===== config.mk =====
export PLATFORM = sky130hd
export DESIGN_NAME = mul32_seq
export DESIGN_NICKNAME = d
export VERILOG_FILES = /design/src/rtl/mul32_pkg.sv /design/src/rtl/alu32.sv /design/src/rtl/mul32_seq.sv
export SDC_FILE = /design/constraint.sdc
export NUM_CORES = 1
export LEC_CHECK = 0
export CAP_MARGIN = 20
export CORE_MARGIN = 3
export CORE_UTILIZATION = 35
export CTS_BUF_LIST = sky130_fd_sc_hd__clkbuf_2
export DETAILED_ROUTE_END_ITERATION = 6
export SYNTH_ARGS = -nofsm -noshare
export SYNTH_HDL_FRONTEND = slang
export SYNTH_SLANG_ARGS = --single-unit

===== constraint.sdc =====
create_clock -name clk -period 3.2 [get_ports clk]
set_input_delay 0.64 -clock clk [delete_from_list [all_inputs] [get_ports clk]]
set_output_delay 0.64 -clock clk [all_outputs]
set_load 0.03 [all_outputs]

===== src/rtl/mul32_pkg.sv =====
// mul32_pkg: shared state encoding and constants for mul32_seq
package mul32_pkg;
  typedef enum logic [1:0] {IDLE, CALC, DONE, NEG} state_e;
  localparam int MUL_ITER = 32;
  localparam int CNT_W = 5;
  localparam logic [2:0] ALU_OP_ADD = 3'b110;
endpackage


===== src/rtl/alu32.sv =====
// alu32: 32-bit ALU with carry, negative, zero and overflow flags
module alu32 (
  input  logic [31:0] a,
  input  logic [31:0] b,
  input  logic [2:0]  op,
  output logic [31:0] result,
  output logic        c,
  output logic        n,
  output logic        z,
  output logic        v
);
  logic [32:0] sum, diff;
  assign sum = {1'b0, a} + {1'b0, b};
  assign diff = {1'b0, a} - {1'b0, b};
  always_comb begin
    result = op == 3'b000 ? a & b :
             op == 3'b001 ? a | b :
             op == 3'b010 ? a ^ b :
             op == 3'b011 ? ~(a | b) :
             op == 3'b100 ? a << b[4:0] :
             op == 3'b101 ? a >> b[4:0] :
             op == 3'b110 ? sum[31:0] : diff[31:0];
    c = op == 3'b110 ? sum[32] : op == 3'b111 ? ~diff[32] : 1'b0;
    v = op == 3'b110 ? (a[31] == b[31]) && (result[31] != a[31]) :
        op == 3'b111 ? (a[31] != b[31]) && (result[31] != a[31]) : 1'b0;
    n = result[31];
    z = result == 32'd0;
  end
endmodule


===== src/rtl/mul32_seq.sv =====
// mul32_seq: sequential 32x32->64 shift-add multiplier on alu32; MUL32_SIGNED_EN adds sgn input and NEG state
module mul32_seq import mul32_pkg::*; #(
  parameter bit DONE_HOLD = 1'b0
) (
  input  logic        clk,
  input  logic        reset,
  input  logic        start,
`ifdef MUL32_SIGNED_EN
  input  logic        sgn,
`endif
  input  logic [31:0] a,
  input  logic [31:0] b,
  output logic [63:0] result,
  output logic        busy,
  output logic        done
);
  state_e state_q, state_d;
  logic [31:0] mcand_q, mcand_d, hi_q, hi_d, lo_q, lo_d, a_in, b_in, alu_sum;
  logic [CNT_W-1:0] cnt_q, cnt_d;
  logic [63:0] result_q, result_d, step;
  logic done_q, done_d, sg_q, sg_d, neg_q, neg_d, go, last;
  logic alu_c, alu_unused_n, alu_unused_z, alu_unused_v;
  alu32 u_alu (
    .a(hi_q), .b(mcand_q), .op(ALU_OP_ADD), .result(alu_sum),
    .c(alu_c), .n(alu_unused_n), .z(alu_unused_z), .v(alu_unused_v)
  );
  assign go = state_q == IDLE && start;
  assign last = state_q == CALC && cnt_q == CNT_W'(MUL_ITER - 1);
  assign step = lo_q[0] ? {alu_c, alu_sum, lo_q[31:1]} : {1'b0, hi_q, lo_q[31:1]};
  assign result = result_q;
  assign busy = state_q == CALC || state_q == NEG;
  assign done = done_q;
  always_comb begin
`ifdef MUL32_SIGNED_EN
    a_in = sgn && a[31] ? -a : a;
    b_in = sgn && b[31] ? -b : b;
    sg_d = go ? sgn : sg_q;
    neg_d = go ? sgn && (a[31] ^ b[31]) : neg_q;
`else
    a_in = a;
    b_in = b;
    sg_d = 1'b0;
    neg_d = 1'b0;
`endif
    state_d = go ? CALC : last ? (sg_q ? NEG : DONE) :
              state_q == CALC ? CALC : state_q == NEG ? DONE : IDLE;
    mcand_d = go ? a_in : mcand_q;
    {hi_d, lo_d} = go ? {32'd0, b_in} : state_q == CALC ? step : {hi_q, lo_q};
    cnt_d = go ? '0 : state_q == CALC ? cnt_q + CNT_W'(1) : cnt_q;
    result_d = last && !sg_q ? step :
               state_q == NEG ? (neg_q ? ~{hi_q, lo_q} + 64'd1 : {hi_q, lo_q}) : result_q;
    done_d = state_d == DONE ? 1'b1 : DONE_HOLD && !go ? done_q : 1'b0;
  end
  always_ff @(posedge clk) begin
    if (reset) begin
      state_q <= IDLE;
      mcand_q <= '0;
      hi_q <= '0;
      lo_q <= '0;
      cnt_q <= '0;
      result_q <= '0;
      done_q <= 1'b0;
      sg_q <= 1'b0;
      neg_q <= 1'b0;
    end else begin
      state_q <= state_d;
      mcand_q <= mcand_d;
      hi_q <= hi_d;
      lo_q <= lo_d;
      cnt_q <= cnt_d;
      result_q <= result_d;
      done_q <= done_d;
      sg_q <= sg_d;
      neg_q <= neg_d;
    end
  end
endmodule


---- Word-level counts from Yosys, hierarchy flattened ----
Cells that the tools add are included.
storage, ports and cells
  register bits after elaboration ......... 168
  word-level logic and storage cells ...... 30
operators by class
  $add $sub $neg .......................... 2
  equal/unequal tests ..................... 4
  mux-type cells .......................... 10
  reductions and logical operators ........ 7
operator list
  operator               count
  $mux W64               3
  $mux W32               2
  $add A32 B32 Y33       1
  $mux W2                4
  $add A5 B1 Y5 const B  1
  $eq A5 B5 Y1 const B   1
  $eq A2 B2 Y1 const B   2
  $reduce_bool A2 Y1     2
  $eq A2 B1 Y1 const B   1
  $logic_and A1 B1 Y1    2
  $logic_not A2 Y1       1
  $reduce_or A2 Y1       1
  $logic_or A1 B1 Y1     1
  $mux W1                1

---- Longest topological paths before layout ----
  depth in word-level cells ............... 7
  mapped depth ............................ 12
  depth with buffers taken out ............ 11

---- Modules after synthesis ----
A second synthesis with hierarchy kept.
second synthesis, totals
  cell total of the unflattened synthesis .. 2277
  area total of the unflattened synthesis .. 17614.4 um^2
modules (own cells, without submodules)
  module     instances  cells an instance  area each (um^2)  seq. area each (um^2)
  alu32      1          1477               10196.0           0.0
  mul32_seq  1          800                7418.4            3363.2

---- Worst setup path before layout ----
OpenSTA, ideal clock, no wires.
  path type ............................... reg-to-reg
  from .................................... register hi_q[0]
  to ...................................... register hi_q[31]
  arrival ................................. 2.503 ns
  path slack .............................. 0.562 ns
  stages on the path, launching flop included .. 12
  path buffers ............................ 0
  clock period less this slack ............ 2.638 ns
  cell sequence ........................... dfxtp_1 -> ha_1 -> fa_1 -> a21o_1 -> nand3_1 -> a21oi_1 -> o31ai_1 -> a21oi_1 -> o211ai_1 -> nand2_1 -> a221oi_1 -> o32ai_1
between the ends
  word-level cells in the longest chain between the ends .. 2
ends and longest elaborated chain
  element                 line             source
  from (decl)             mul32_seq.sv:18  logic [31:0] mcand_q, mcand_d, hi_q, hi_d, lo_q, lo_d, a_in, b_in, alu_sum;
  from (signal assigned)  mul32_seq.sv:68  hi_q <= hi_d;
  $add A32 B32 Y33        alu32.sv:13      assign sum = {1'b0, a} + {1'b0, b};
  $mux W64                mul32_seq.sv:29  assign step = lo_q[0] ? {alu_c, alu_sum, lo_q[31:1]} : {1'b0, hi_q, lo_q[31:1]};
No other way between the ends.
A chain may end at the register's enable or synchronous reset.

---- Worst setup path in the final report ----
  from .................................... register mcand_q[0]
  to ...................................... register hi_q[31]
between the ends
  word-level cells in the longest chain between the ends .. 2
ends and longest elaborated chain
  element                 line             source
  from (decl)             mul32_seq.sv:18
  from (signal assigned)  mul32_seq.sv:67  mcand_q <= mcand_d;
  $add A32 B32 Y33        alu32.sv:13
  $mux W64                mul32_seq.sv:29
No other way between the ends.

==> results by group <==
Run status
  • Status: completed

Global route
  • Largest net degree at the start of global routing: 93
  • Tot GR Track Use: 18.9%
  • Initial antenna violation count: 1
  • Remaining global-route overflow: 0
  • First-pass GRT wire length: about 41000 um
  • Vias in the first global route: just under 8000

Timing
  • Final setup fails: 0
  • Hold WS: 260 ps
  • Final worst-path setup slack: 164 ps
  • Max-slew headroom: 34.5%
  • Fin crit share: 94.9%
  • Final min period: 3040 ps
  • RSZ-0062 raised after global routing: false
  • Worst Tran Pin Value: 983 ps
  • Setup TNS Final: 0 ps
  • Max Slew Vio Count: 0
  • Fmax: approximately 330 MHz
  • Hold Fails Final Rpt: 0
  • Clock skew: 35.2 ps

Clock tree
  • Num CTS Buffers: 17
  • Post-CTS setup buffer count: 0
  • Clk_lat worst skew: 760 ps
  • Clock sink count: 168
  • CTS Hold Bufs: 0
  • Post-CTS Resized: 0
  • H-tree lvl count: 4
  • CTS tree: done
  • CTS Buffer Depth: 2
  • CTS clk-pin slew, worst paths: 260 ps
  • CTS root buffer: clkbuf_2

Synthesis
  • Post-synth ARST share: 0%
  • Top_reg_cell synth: dfxtp_1
  • Ys Warns: 0
  • Post-synth EDFFs: 0
  • Post-synth cell types: 51
  • Mapped Area: 8410 sq um
  • Seq/Total Area, Yosys: between 30% and 40%
  • Synth Area per Inst: between 7 and 8 sq um
  • Synth Net Count: 1184
  • Seq cells post-synth: 168
  • Cells after synthesis: ~1100

Place
  • Port bufs: 132
  • GPL Wtd Cong: roughly 0.9
  • Placed Area: 10000 sq um
  • Setup Slack @ Placement: around 120 ps
  • Hpwl dp: 16900 um

Cells and area
  • Final nets: ~1300
  • Post-route cell area: 10300 sq um
  • Register area: between 3000 and 4000 sq um
  • Multi-input gate area: 4700 sq um
  • Most frequent cells in the layout: nand2_1 (225), dfxtp_1 (168), a21oi_1 (135)
  • Share of layout cells above drive strength 1: 5.74%
  • Most common cell after layout, fill and taps aside: nand2_1
  • Fillers: approximately 2400
  • Area grow syn2layout: 22.4%

Die
  • Core area: ~24000 sq um
  • Initial Util: 35.7%
  • Die area: 25900 sq um
  • Rows: 56
  • Die H: 161 um
  • DIE WIDTH: between 150 and 200 um
  • # IOs: 133

Routing
  • DR iter-0 viols: 494
  • Final antenna-violating net count: 0
  • # DRC: 0
  • Vias/cell: 5.32
  • Routed vias: 8004
  • Drt pass-1 iters: 7
  • Average routed wire per standard cell: 16.4 um
  • Total wire length: 24700 um

Worst setup path
  • CP Cell Sequence: ha_1 > fa_1 > a21o_1 > nand3_1 > a21oi_1 > o31ai_2 > a21oi_1 > o211ai_1 > nand2_1 > a221oi_1 > o32ai_1
  • Arrival time at the worst endpoint: 3690 ps
  • Delay-heaviest family, CP: compound AO/OA/AOI/OAI gates
  • Most common cell on crit path: a21oi_1
  • CP endpoint kind: flop
  • Critical path startpoint category: flop
  • Critical path peak fanout: 4
  • Critical path's largest stage delay: 400 ps
  • CP bufs+invs: 0
  • Setup CP Type: flop to flop
  • CP max-delay cell: fa_1
  • CP required: 3860 ps

Job
  • Max-cap violations: 0

Power
  • Leak Pwr: 0.00379 uW
  • VDD IR max: ~230 uV
  • PwrDens: 395 nW/um^2

Min path
  • Worst Hold Class: primary input to flop
## layout make-up
class,count,area share [%]
Multi-Input combinational cell,816,45.7
Sequential cell,168,32.7
Clock inverter,15,1.74
Timing Repair Buffer,154,14.7
Tap cell,319,3.88
Clock buffer,17,0.827
Inverter,14,0.511
Antenna cell,2,0.0486
## final timing paths
| kind | slack (ps) | end | from | cells after the start |
|---|---|---|---|---|
| setup reg to reg | 160 | hi_q[31] | mcand_q[0] | 11 |
| hold reg to reg | 470 | result[44] | result[44] | 2 |
| setup / recovery | 160 | hi_q[31] | mcand_q[0] | 11 |
| hold / removal | 260 | state_q[0] | reset | 2 |
## flip-flops by register name (all words and copies together) (netlist names)
register,count
done,1
state_q,2
mcand_q,32
lo_q,32
hi_q,32
cnt_q,5
result,64
## synthesized netlist by cell type (3+ instances only)
master    instances  area share [%]
and3_1            4            0.30
o211ai_1          4            0.36
xnor2_1          16             1.7
or3_1             4            0.30
a211oi_1         21             1.9
a311oi_1         29             3.0
a21o_1           23             2.1
a31oi_1          10            0.74
o21a_1            7            0.62
mux2i_1          15             1.8
o21ai_0          43             2.6
o21ai_1          10            0.59
a22oi_1          33             2.9
nand2_1         225              10
nand2b_1          4            0.30
and2_1            4            0.30
o221ai_1         11             1.1
nand3_1          15            0.89
dfxtp_1         168              40
buf_1             4            0.18
xor2_1           14             1.5
nor3_1            3            0.18
nor2_1          107             4.8
nor2b_1           3            0.22
clkbuf_1         80             3.6
nand4_1           5            0.37
nor3b_1           5            0.45
a21boi_1          4            0.36
a21oi_1         135             8.0
inv_1            14            0.62
a221oi_1          6            0.62
ha_1             34             5.1
## stage by stage
step,total power (uW),cells,util (%)
after global routing,4290,1505,43.7
after CTS,4120,1503,43.7
after global placement,2860,1471,42.6
final,4070,1505,43.7
after detailed placement,2870,1471,42.6
after floorplan,2650,1082,-
## report_power, final
| group | switching, uW | total (uW) | internal (uW) |
|---|---|---|---|
| clock network | 844 | 1240 | 394 |
| logic | 344 | 585 | 241 |
| registers | 69.8 | 2250 | 2180 |
| total | 1260 | 4070 | 2810 |
## layer usage
metal | share of wire, % | vias up | GRT usage [%] | routed length, um
met4 | 2.9 | 0 | 6.88 | 721
met2 | 45 | 211 | 30.9 | 11200
met1 | 48 | 3749 | 25.3 | 11800
met3 | 4.4 | 45 | 3.15 | 1080
li1 | - | 3999 | - | -
met5 | 0 | - | 0 | 0
## cell families after synthesis
| family | count (synthesis) | share of synthesized area [%] |
|---|---|---|
| AND/OR/NAND/NOR | 383 | 18.5 |
| multiplexers | 16 | 1.92 |
| flip-flops | 168 | 40.0 |
| buffers and inverters | 98 | 4.37 |
| XOR/XNOR | 30 | 3.12 |
| AO/OA/AOI/OAI | 352 | 26.8 |
| adder cells (fa/ha/maj) | 35 | 5.30 |
Power figures use the tool's default switching activity.
